--- src/rtl/core_run_ctrl.sv ---
// core_run_ctrl
// Run controller for up to NUM_CORES pipeline instances. After an accepted
// start it holds the selected cores in reset for RST_HOLD_CYCLES edges, then
// gives them clock enables until an enabled-cycle budget is used up. It can
// also single-step, stop and restart them. Cores left out of the mask stay in
// reset. Every output comes straight from a flop.
//
// Parameters:
//   NUM_CORES       width of the mask / reset / enable vectors
//   CNT_W           width of the budget and of the enabled-cycle counter
//   RST_HOLD_CYCLES edges core_rst stays high after start (must be >= 1)

module core_run_ctrl #(
    parameter int NUM_CORES       = 1,
    parameter int CNT_W           = 32,
    parameter int RST_HOLD_CYCLES = 1
) (
    input  logic                 clk,
    input  logic                 rst,
    input  logic                 start,
    input  logic [CNT_W-1:0]     budget,
    input  logic [NUM_CORES-1:0] core_mask,
    input  logic                 step_mode,
    input  logic                 step_req,
    input  logic                 stop_req,
    output logic [NUM_CORES-1:0] core_rst,
    output logic [NUM_CORES-1:0] core_en,
    output logic [CNT_W-1:0]     cycle_cnt,
    output logic                 running,
    output logic                 halted,
    output logic                 budget_hit
);

    // The hold counter runs from 0 to RST_HOLD_CYCLES-1. It is at least 1 bit wide.
    localparam int HOLD_W = (RST_HOLD_CYCLES > 1) ? $clog2(RST_HOLD_CYCLES) : 1;
    localparam logic [HOLD_W-1:0] HOLD_LAST = HOLD_W'(RST_HOLD_CYCLES - 1);

    typedef enum logic [2:0] {
        S_IDLE,
        S_HOLD,
        S_RUN,
        S_PAUSE,
        S_STEP,
        S_HALT
    } state_t;

    state_t               state;
    logic [HOLD_W-1:0]    hold_cnt;
    logic [CNT_W-1:0]     budget_lat;
    logic [NUM_CORES-1:0] mask_lat;
    logic [CNT_W-1:0]     cnt_next;
    logic                 budget_done;
    logic                 accept;

    // Saturating increment. The counter stops at all-ones and never wraps.
    // In normal use it stops earlier, at budget_lat.
    function automatic logic [CNT_W-1:0] cnt_inc(input logic [CNT_W-1:0] c);
        return (c == '1) ? c : c + CNT_W'(1);
    endfunction

    assign cnt_next    = cnt_inc(cycle_cnt);
    assign budget_done = (cnt_next == budget_lat);
    assign accept      = start && ((state == S_IDLE) || (state == S_HALT));

    // Capture budget and mask on an accepted start. These are data registers
    // and have no reset, because nothing reads them before the first start.
    always_ff @(posedge clk) begin
        if (accept) begin
            budget_lat <= budget;
            mask_lat   <= core_mask;
        end
    end

    // Run-control FSM. Each output is registered from the state being entered,
    // so it is valid for the whole cycle that state lasts.
    always_ff @(posedge clk or negedge rst) begin
        if (!rst) begin
            state      <= S_IDLE;
            hold_cnt   <= '0;
            cycle_cnt  <= '0;
            core_rst   <= '1;
            core_en    <= '0;
            running    <= 1'b0;
            halted     <= 1'b0;
            budget_hit <= 1'b0;
        end else begin
            case (state)
                // IDLE and HALT both wait for start.
                // In HALT the reset and enable outputs stay frozen so the
                // core state can be inspected.
                S_IDLE, S_HALT: begin
                    if (start) begin
                        state      <= S_HOLD;
                        hold_cnt   <= '0;
                        cycle_cnt  <= '0;
                        core_rst   <= '1;
                        core_en    <= '0;
                        running    <= 1'b0;
                        halted     <= 1'b0;
                        budget_hit <= 1'b0;
                    end
                end

                S_HOLD: begin
                    if (stop_req) begin
                        state      <= S_HALT;
                        core_rst   <= ~mask_lat;
                        core_en    <= '0;
                        running    <= 1'b0;
                        halted     <= 1'b1;
                        budget_hit <= 1'b0;
                    end else if (hold_cnt == HOLD_LAST) begin
                        core_rst <= ~mask_lat;
                        if (budget_lat == '0) begin
                            // A zero budget allows no enabled cycles.
                            state      <= S_HALT;
                            core_en    <= '0;
                            running    <= 1'b0;
                            halted     <= 1'b1;
                            budget_hit <= 1'b1;
                        end else if (step_mode) begin
                            state   <= S_PAUSE;
                            core_en <= '0;
                            running <= 1'b0;
                        end else begin
                            state   <= S_RUN;
                            core_en <= mask_lat;
                            running <= 1'b1;
                        end
                    end else begin
                        hold_cnt <= hold_cnt + HOLD_W'(1);
                    end
                end

                // A cycle spent in RUN is an enabled cycle, so it is always
                // counted, even when stop_req arrives in that same cycle.
                S_RUN: begin
                    cycle_cnt <= cnt_next;
                    if (stop_req) begin
                        state      <= S_HALT;
                        core_en    <= '0;
                        running    <= 1'b0;
                        halted     <= 1'b1;
                        budget_hit <= 1'b0;
                    end else if (budget_done) begin
                        state      <= S_HALT;
                        core_en    <= '0;
                        running    <= 1'b0;
                        halted     <= 1'b1;
                        budget_hit <= 1'b1;
                    end else if (step_mode) begin
                        state   <= S_PAUSE;
                        core_en <= '0;
                        running <= 1'b0;
                    end
                end

                S_PAUSE: begin
                    if (stop_req) begin
                        state      <= S_HALT;
                        core_en    <= '0;
                        running    <= 1'b0;
                        halted     <= 1'b1;
                        budget_hit <= 1'b0;
                    end else if (!step_mode) begin
                        state   <= S_RUN;
                        core_en <= mask_lat;
                        running <= 1'b1;
                    end else if (step_req) begin
                        state   <= S_STEP;
                        core_en <= mask_lat;
                        running <= 1'b1;
                    end
                end

                // STEP is one enabled cycle. step_req is not looked at here,
                // so holding it high does not queue a second step.
                S_STEP: begin
                    cycle_cnt <= cnt_next;
                    core_en   <= '0;
                    running   <= 1'b0;
                    if (stop_req) begin
                        state      <= S_HALT;
                        halted     <= 1'b1;
                        budget_hit <= 1'b0;
                    end else if (budget_done) begin
                        state      <= S_HALT;
                        halted     <= 1'b1;
                        budget_hit <= 1'b1;
                    end else begin
                        state <= S_PAUSE;
                    end
                end

                default: begin
                    state    <= S_IDLE;
                    core_rst <= '1;
                    core_en  <= '0;
                    running  <= 1'b0;
                    halted   <= 1'b0;
                end
            endcase
        end
    end

endmodule

--- config.mk ---
export PLATFORM = sky130hd
export DESIGN_NAME = core_run_ctrl
export DESIGN_NICKNAME = d
export VERILOG_FILES = /design/src/rtl/core_run_ctrl.sv
export SDC_FILE = /design/constraint.sdc
export NUM_CORES = 1
export LEC_CHECK = 0
export ABC_AREA = 0
export CORE_UTILIZATION = 48
export CTS_BUF_LIST = sky130_fd_sc_hd__clkbuf_2 sky130_fd_sc_hd__clkbuf_4 sky130_fd_sc_hd__clkbuf_8
export CTS_CLUSTER_DIAMETER = 50
export CTS_CLUSTER_SIZE = 30
export DETAILED_ROUTE_END_ITERATION = 8
export GPL_TIMING_DRIVEN = 0
export PLACE_DENSITY = 0.74
export SETUP_SLACK_MARGIN = 0.02
export SYNTH_ARGS = -nofsm -noshare
export SYNTH_HDL_FRONTEND = slang
export SYNTH_SLANG_ARGS = --single-unit
--- constraint.sdc ---
create_clock -name clk -period 4.9 [get_ports clk]
set_input_delay 0.735 -clock clk [delete_from_list [all_inputs] [get_ports clk]]
set_output_delay 0.735 -clock clk [all_outputs]
set_load 0.1 [all_outputs]
== After elaboration in Yosys (flattened, before gate mapping) ==
Index checks and enable logic that the tools add are counted.
Storage, ports and cells
  word-level logic and storage cells: 100
  output and inout bits: 37
  bits in registers: 74
Operators by class
  bitwise logic cells: 2
  reduce and logical (&&, ||, !) cells: 16
  add/subtract/negate cells: 2
  multiplexer cells: 55
  eq/ne operators: 15
Operators by type and width (count)
  two-way mux 32 bit: 2
  one-hot mux 32 bit (2 select lines): 1
  two-way mux 3 bit: 12
  two-way mux 1 bit: 33
  adder 32 x 1 -> 32 bit (second input constant): 1
  equality test 32 bit: 1
  equality test 32 bit (second input constant): 1
  zero test 32 bit: 1
  one-hot mux 1 bit (4 select lines): 4
  one-hot mux 3 bit (5 select lines): 1
  != test 4 bit (second input constant): 2
  equality test 3 x 2 -> 1 bit (second input constant): 2
  equality test 3 bit (second input constant): 2
  != test 2 bit (second input constant): 3
  != test 3 bit (second input constant): 2
  AND reduction 3 bit: 2
  AND reduction 6 bit: 1
  AND reduction 5 bit: 1
  AND reduction 4 bit: 1
  nonzero test 2 bit: 2
  nonzero test 4 bit: 1
  OR reduction 2 bit: 2
  equality test 3 x 1 -> 1 bit (second input constant): 1
  zero test 3 bit: 1
  other kinds (9): 10

== Longest topological paths before layout ==
  depth in word-level cells: 6
  mapped depth: 11
  depth with buffers taken out: 10

== Worst setup path after synthesis ==
No wires, ideal clock.
  path type: register to register
  start point: reg cycle_cnt[0]
  end point: reg running
  slack: 1.058 ns
  arrival: 3.722 ns
  data required time: 4.780 ns
  cell stages (with the launch flop): 12
  buffers on the path: 1
  cells stage by stage: dfrtp_1 -> ha_1 -> nand4_2 -> or4_1 -> clkbuf_1 -> nor3_2 -> xnor2_1 -> o2111ai_1 -> or4_1 -> and4bb_2 -> o21ai_2 -> a21o_1
On the way
  word-level cells in the longest chain between the ends: 6
  elaborated cells between the ends (all ways): 9
  those cells by class: add/sub (1); eq/ne (3); mux (4); reduce/logical (1)
Ends and longest elaborated chain
  start: declaration: line 28  | output logic [CNT_W-1:0] cycle_cnt,
  start signal: assignment: line 138  | cycle_cnt <= cnt_next;
  start signal: assignment: line 179  | cycle_cnt <= cnt_next;
  adder 32 x 1 -> 32 bit / equality test 32 bit (equally long branches): line 58  | return (c == '1) ? c : c + CNT_W'(1);
  two-way mux 32 bit *: line 58
  equality test 32 bit *: line 62  | assign budget_done = (cnt_next == budget_lat);
  two-way mux 1 bit: line 145  | end else if (budget_done) begin
  two-way mux 1 bit: line 139  | if (stop_req) begin
  one-hot mux 1 bit (4 select lines): line 87  | case (state)
  end signal: assignment: line 142  | running <= 1'b0;
  end signal: assignment: line 148  | running <= 1'b0;
  end signal: assignment: line 154  | running <= 1'b0;
  end: declaration: line 29  | output logic running,
Mark *: on every way between the ends. The rest lies on a longest branch, timed or not.
A chain may end at the register's enable or synchronous reset.

== Worst setup path in the final report ==
  start point: reg cycle_cnt[1]
  end point: reg running
Same word-level chain as after synthesis.

==> qor_table.md <==
| Result | This run | Unit |
|:---|:---|:---|
| Outcome | completed | - |
| Post-route ant nets | 0 | - |
| HPWL reported at the end of detailed placement | 12,000 | um |
| Worst reg2reg startpoint | cycle_cnt[1]$_DFFE_PN0P_ | - |
| Final critical path time including I/O delays and setup | 4.00 | ns |
| DRC Markers | 0 | - |
| Combined area of all synthesized cells | 4810 | sq um |
| Min-delay worst type | in2async | - |
| Critical path required time | 5.14 | ns |
| Cell type with the largest total area after synthesis | sky130_fd_sc_hd__edfxtp_1 | - |
| Detailed-routed wire length on met3 | 1520 | um |
| Post-Synthesis Mean Instance Area | 8.99 | sq um |
| Starting DRC count in detailed routing | 503 | - |
| Sequential share of the synthesized area | 41.5 | % |
| Sequential cell area | 1990 | sq um |
| Element type at the critical path end | register | - |
| Per-cell via count in the routed design | 6.30 | - |
| Effective utilization at floorplan | 49.4 | % |
| Logic depth of the worst register-to-register path | 11 | - |
| Area of the core | 9730 | sq um |
| Final worst-path cycle share | 81.7 | % |
| Antenna violations before repair | 0 | - |
| Area added between synthesis and finish | 24.7 | % |
| Arrival time at the worst endpoint | 4.24 | ns |
| Worst setup slack after layout | 0.897 | ns |
| Highest routed metal layer | met4 | - |
| Max-slew headroom at the worst pin | 17.2 | % |
| Count leader, synth | sky130_fd_sc_hd__o21ai_0 | - |
| Delay of the slowest cell on the worst path | 0.76 | ns |
| Routed length on met1 | 7030 | um |
| Type of the worst setup path | reg2reg | - |
| Worst Tran Pin Value | 1.24 | ns |
| Portion of synthesized cell area occupied by the leading cell type | 20.6 | % |
| Final worst clock skew | 0.0161 | ns |
| Number of global-route vias before repair | 4,435 | - |
| Total detailed-routing wirelength | 15,800 | um |
| End of the worst register-to-register path | running$_DFFE_PN0P_ | - |
| Total negative setup slack | 0 | ns |
| Count of warnings emitted by yosys | 0 | - |
| Met2 wire length | 6780 | um |
| Leakage power total | 0.00214 | uW |
| Final setup vio count | 0 | - |
| Cells resized by post-CTS repair | 0 | - |
| Wire length per cell after detailed routing | 20.8 | um |
| Reg2Reg Setup Slack | 0.90 | ns |
| Number of max-cap violations | 0 | - |
| Number of enable-type register cells in the synthesized netlist | 33 | - |
| Placed cell areas | 5770 | sq um |
| Net count of the mapped netlist | 575 | - |
| Multi-input combinational cell area | 2630 | sq um |
| Seq cells post-synth | 73 | - |
| Height of the chip | 102 | um |
| TritonRoute pass-1 iters | 5 | - |
| Clock transition time at the flip-flop clock pins of the worst setup and hold paths | 0.09 | ns |
| Achievable Freq | 0.250 | GHz |
| Final weighted congestion in routability-driven placement | 0.955 | - |
| Launching element type of the critical path | register | - |
| Die footprint | 10,400 | sq um |
| Distinct cell type count of the synthesized netlist | 72 | - |
| Number of buffers on the longest clock path | 2 | - |
| Final hold vios | 0 | - |
| Final design area excluding fillers | 5990 | sq um |
| Filler cell count in the final layout | 870 | - |
| Antenna Diode Count | 0 | - |
| Detailed-route via count | 4,793 | - |
| Die span in x | 102 | um |
| Total congestion overflow after global routing | 0 | - |
| Number of I/O port buffers | 75 | - |
| Setup Slack @ Placement | 0.991 | ns |
| Commonest cells in the netlist | 55 x sky130_fd_sc_hd__o21ai_0, 48 x sky130_fd_sc_hd__nand2_1, 48 x sky130_fd_sc_hd__nor2_1, 39 x sky130_fd_sc_hd__dfrtp_1, 33 x sky130_fd_sc_hd__edfxtp_1 | - |
| Sink Count | 73 | - |
| Chain of cells forming the critical path | ha_1 > nand4_2 > nor4_4 > buf_6 > a21oi_2 > a2111o_1 > a2111oi_1 > nand4_1 > and4bb_2 > o21ai_2 > a21o_1 | - |
| H-tree level count | 3 | - |
| RSZ-0062 raised after global routing | false | - |
| Cell with the largest stage delay on the worst path | sky130_fd_sc_hd__nor4_4 | - |
| Cell types with the largest area share after synthesis | sky130_fd_sc_hd__edfxtp_1 21%, sky130_fd_sc_hd__dfrtp_1 20%, sky130_fd_sc_hd__o21ai_0 5.7% | - |
| Largest fanout on the critical path | 10 | - |
| Pin count of the biggest net entering global routing | 32 | - |
| Overall Power | 2640 | uW |
| Final-stage net count | 663 | - |
| Clock network latency to the later pin of the worst-skew pair | 0.35 | ns |
| CTS tree | yes | - |
| Share of final-layout standard cells stronger than drive strength 1 | 8.28 | % |
| Num ports | 76 | - |
| Syn Inst Count | 535 | - |
| Overall fraction of global-route tracks in use | 32.3 | % |
| Share of flip-flops with an asynchronous set or reset after synthesis | 54.8 | % |
| Number of setup buffers added after CTS | 0 | - |
| CTS buffer count | 9 | - |
| Post-CTS Hold Fix Bufs | 0 | - |
| Most used DFF post-synth | sky130_fd_sc_hd__dfrtp_1 | - |
| First-pass GRT wire length | 24,700 | um |
| Worst voltage drop across the vdd grid | 0.351 | mV |
| Power per cell area | 440 | nW/um^2 |
| Number of max-slew violations in the final report | 0 | - |
| Number of standard-cell rows in the floorplan | 36 | - |
| Buffer cell driving the clock tree root | sky130_fd_sc_hd__clkbuf_8 | - |
-- placed cells by master (no fill, tap or decap), types with 4 or more instances in the layout --
| cell type | instances |
|---|---|
| sky130_fd_sc_hd__clkdlybuf4s50_1 | 74 |
| sky130_fd_sc_hd__nand2b_1 | 10 |
| sky130_fd_sc_hd__and3_1 | 11 |
| sky130_fd_sc_hd__dfrtp_1 | 39 |
| sky130_fd_sc_hd__clkbuf_1 | 23 |
| sky130_fd_sc_hd__a31oi_1 | 10 |
| sky130_fd_sc_hd__or3_1 | 4 |
| sky130_fd_sc_hd__o21a_1 | 4 |
| sky130_fd_sc_hd__or4_1 | 7 |
| sky130_fd_sc_hd__edfxtp_1 | 33 |
| sky130_fd_sc_hd__nand2_1 | 48 |
| sky130_fd_sc_hd__nand3_1 | 17 |
| sky130_fd_sc_hd__nor3_1 | 8 |
| sky130_fd_sc_hd__nand4_1 | 20 |
| sky130_fd_sc_hd__o21ai_1 | 4 |
| sky130_fd_sc_hd__nor4_1 | 12 |
| sky130_fd_sc_hd__xor2_1 | 15 |
| sky130_fd_sc_hd__and4_1 | 7 |
| sky130_fd_sc_hd__o31ai_1 | 8 |
| sky130_fd_sc_hd__a211oi_1 | 10 |
| sky130_fd_sc_hd__nor2_1 | 48 |
| sky130_fd_sc_hd__xnor2_1 | 30 |
| sky130_fd_sc_hd__o21ai_0 | 55 |
| sky130_fd_sc_hd__clkbuf_8 | 10 |
| sky130_fd_sc_hd__buf_4 | 4 |
| sky130_fd_sc_hd__inv_1 | 4 |
| sky130_fd_sc_hd__a21oi_1 | 30 |
| sky130_fd_sc_hd__buf_2 | 9 |
-- worst max-delay path by stage --
stage,start,cells past startpoint,to,slack [ns]
after floorplan,cycle_cnt[0]$_DFFE_PN0P_,11,running$_DFFE_PN0P_,1.06
after global placement,start,3,budget_lat[30]$_DFFE_PP_,0.61
after detailed placement,cycle_cnt[1]$_DFFE_PN0P_,11,budget_hit$_DFFE_PN0P_,0.99
after CTS,cycle_cnt[1]$_DFFE_PN0P_,11,budget_hit$_DFFE_PN0P_,0.98
after global routing,cycle_cnt[1]$_DFFE_PN0P_,11,budget_hit$_DFFE_PN0P_,0.74
final,cycle_cnt[1]$_DFFE_PN0P_,11,running$_DFFE_PN0P_,0.90
-- cell families (layout without fill, tap and decap cells) --
| group | Yosys count | count (layout) | share of synthesized area [%] |
|---|---|---|---|
| multiplexers | 4 | 4 | 0.859 |
| AO/OA/AOI/OAI | 156 | 156 | 20.4 |
| buffers and inverters | 43 | 136 | 4.09 |
| AND/OR/NAND/NOR | 212 | 212 | 24.6 |
| adder cells (fa/ha/maj) | 2 | 2 | 0.468 |
| XOR/XNOR | 45 | 45 | 8.20 |
| flip-flops | 73 | 73 | 41.5 |
-- worst max-delay path: cells and delay by family (launching register included) --
family / cells / cell delay [ns]
simple gates: 4 / 1.62
compound gates: 5 / 1.17
flops: 1 / 0.51
fa+ha+maj: 1 / 0.31
buf+inv: 1 / 0.26
-- report_power, final --
group	switching [uW]	internal, uW
Clock	238	305
Sequential	109	777
Combinational	843	366
Total	1190	1450
-- metrics by stage --
stage / utilization, % / hold slack, ns / instances
finish: 61.6 / 0.324 / 761
global route: 61.6 / 0.339 / 761
CTS: 61.6 / 0.315 / 761
detailed placement: 59.3 / 0.415 / 745
global placement: 58.8 / 0.408 / 743
floorplan: - / 0.385 / 535
-- final cells by class --
cell class              count  share of cell area [%]
flip-flops and latches     73                    33.2
plain buffers              38                    2.96
repair buffers             77                    13.1
well taps                 133                    2.78
clock buffers              11                    2.42
multi-input cells         419                    43.9
inverters                   5                   0.313
clock inverters             5                    1.31
-- per-layer routing --
layer | global-route usage (%) | up-vias
li1 | - | 2188
met1 | 46.7 | 2292
met2 | 46.1 | 276
met3 | 7.18 | 37
met4 | 14.4 | 0
met5 | 0 | -
-- flip-flops by register name (all words and copies together), names as in the netlist --
name,flops
budget_lat,32
halted,1
core_en,1
budget_hit,1
running,1
cycle_cnt,32
state,3
mask_lat,1
core_rst,1
Note: power is estimated with default switching activity, not from simulation.
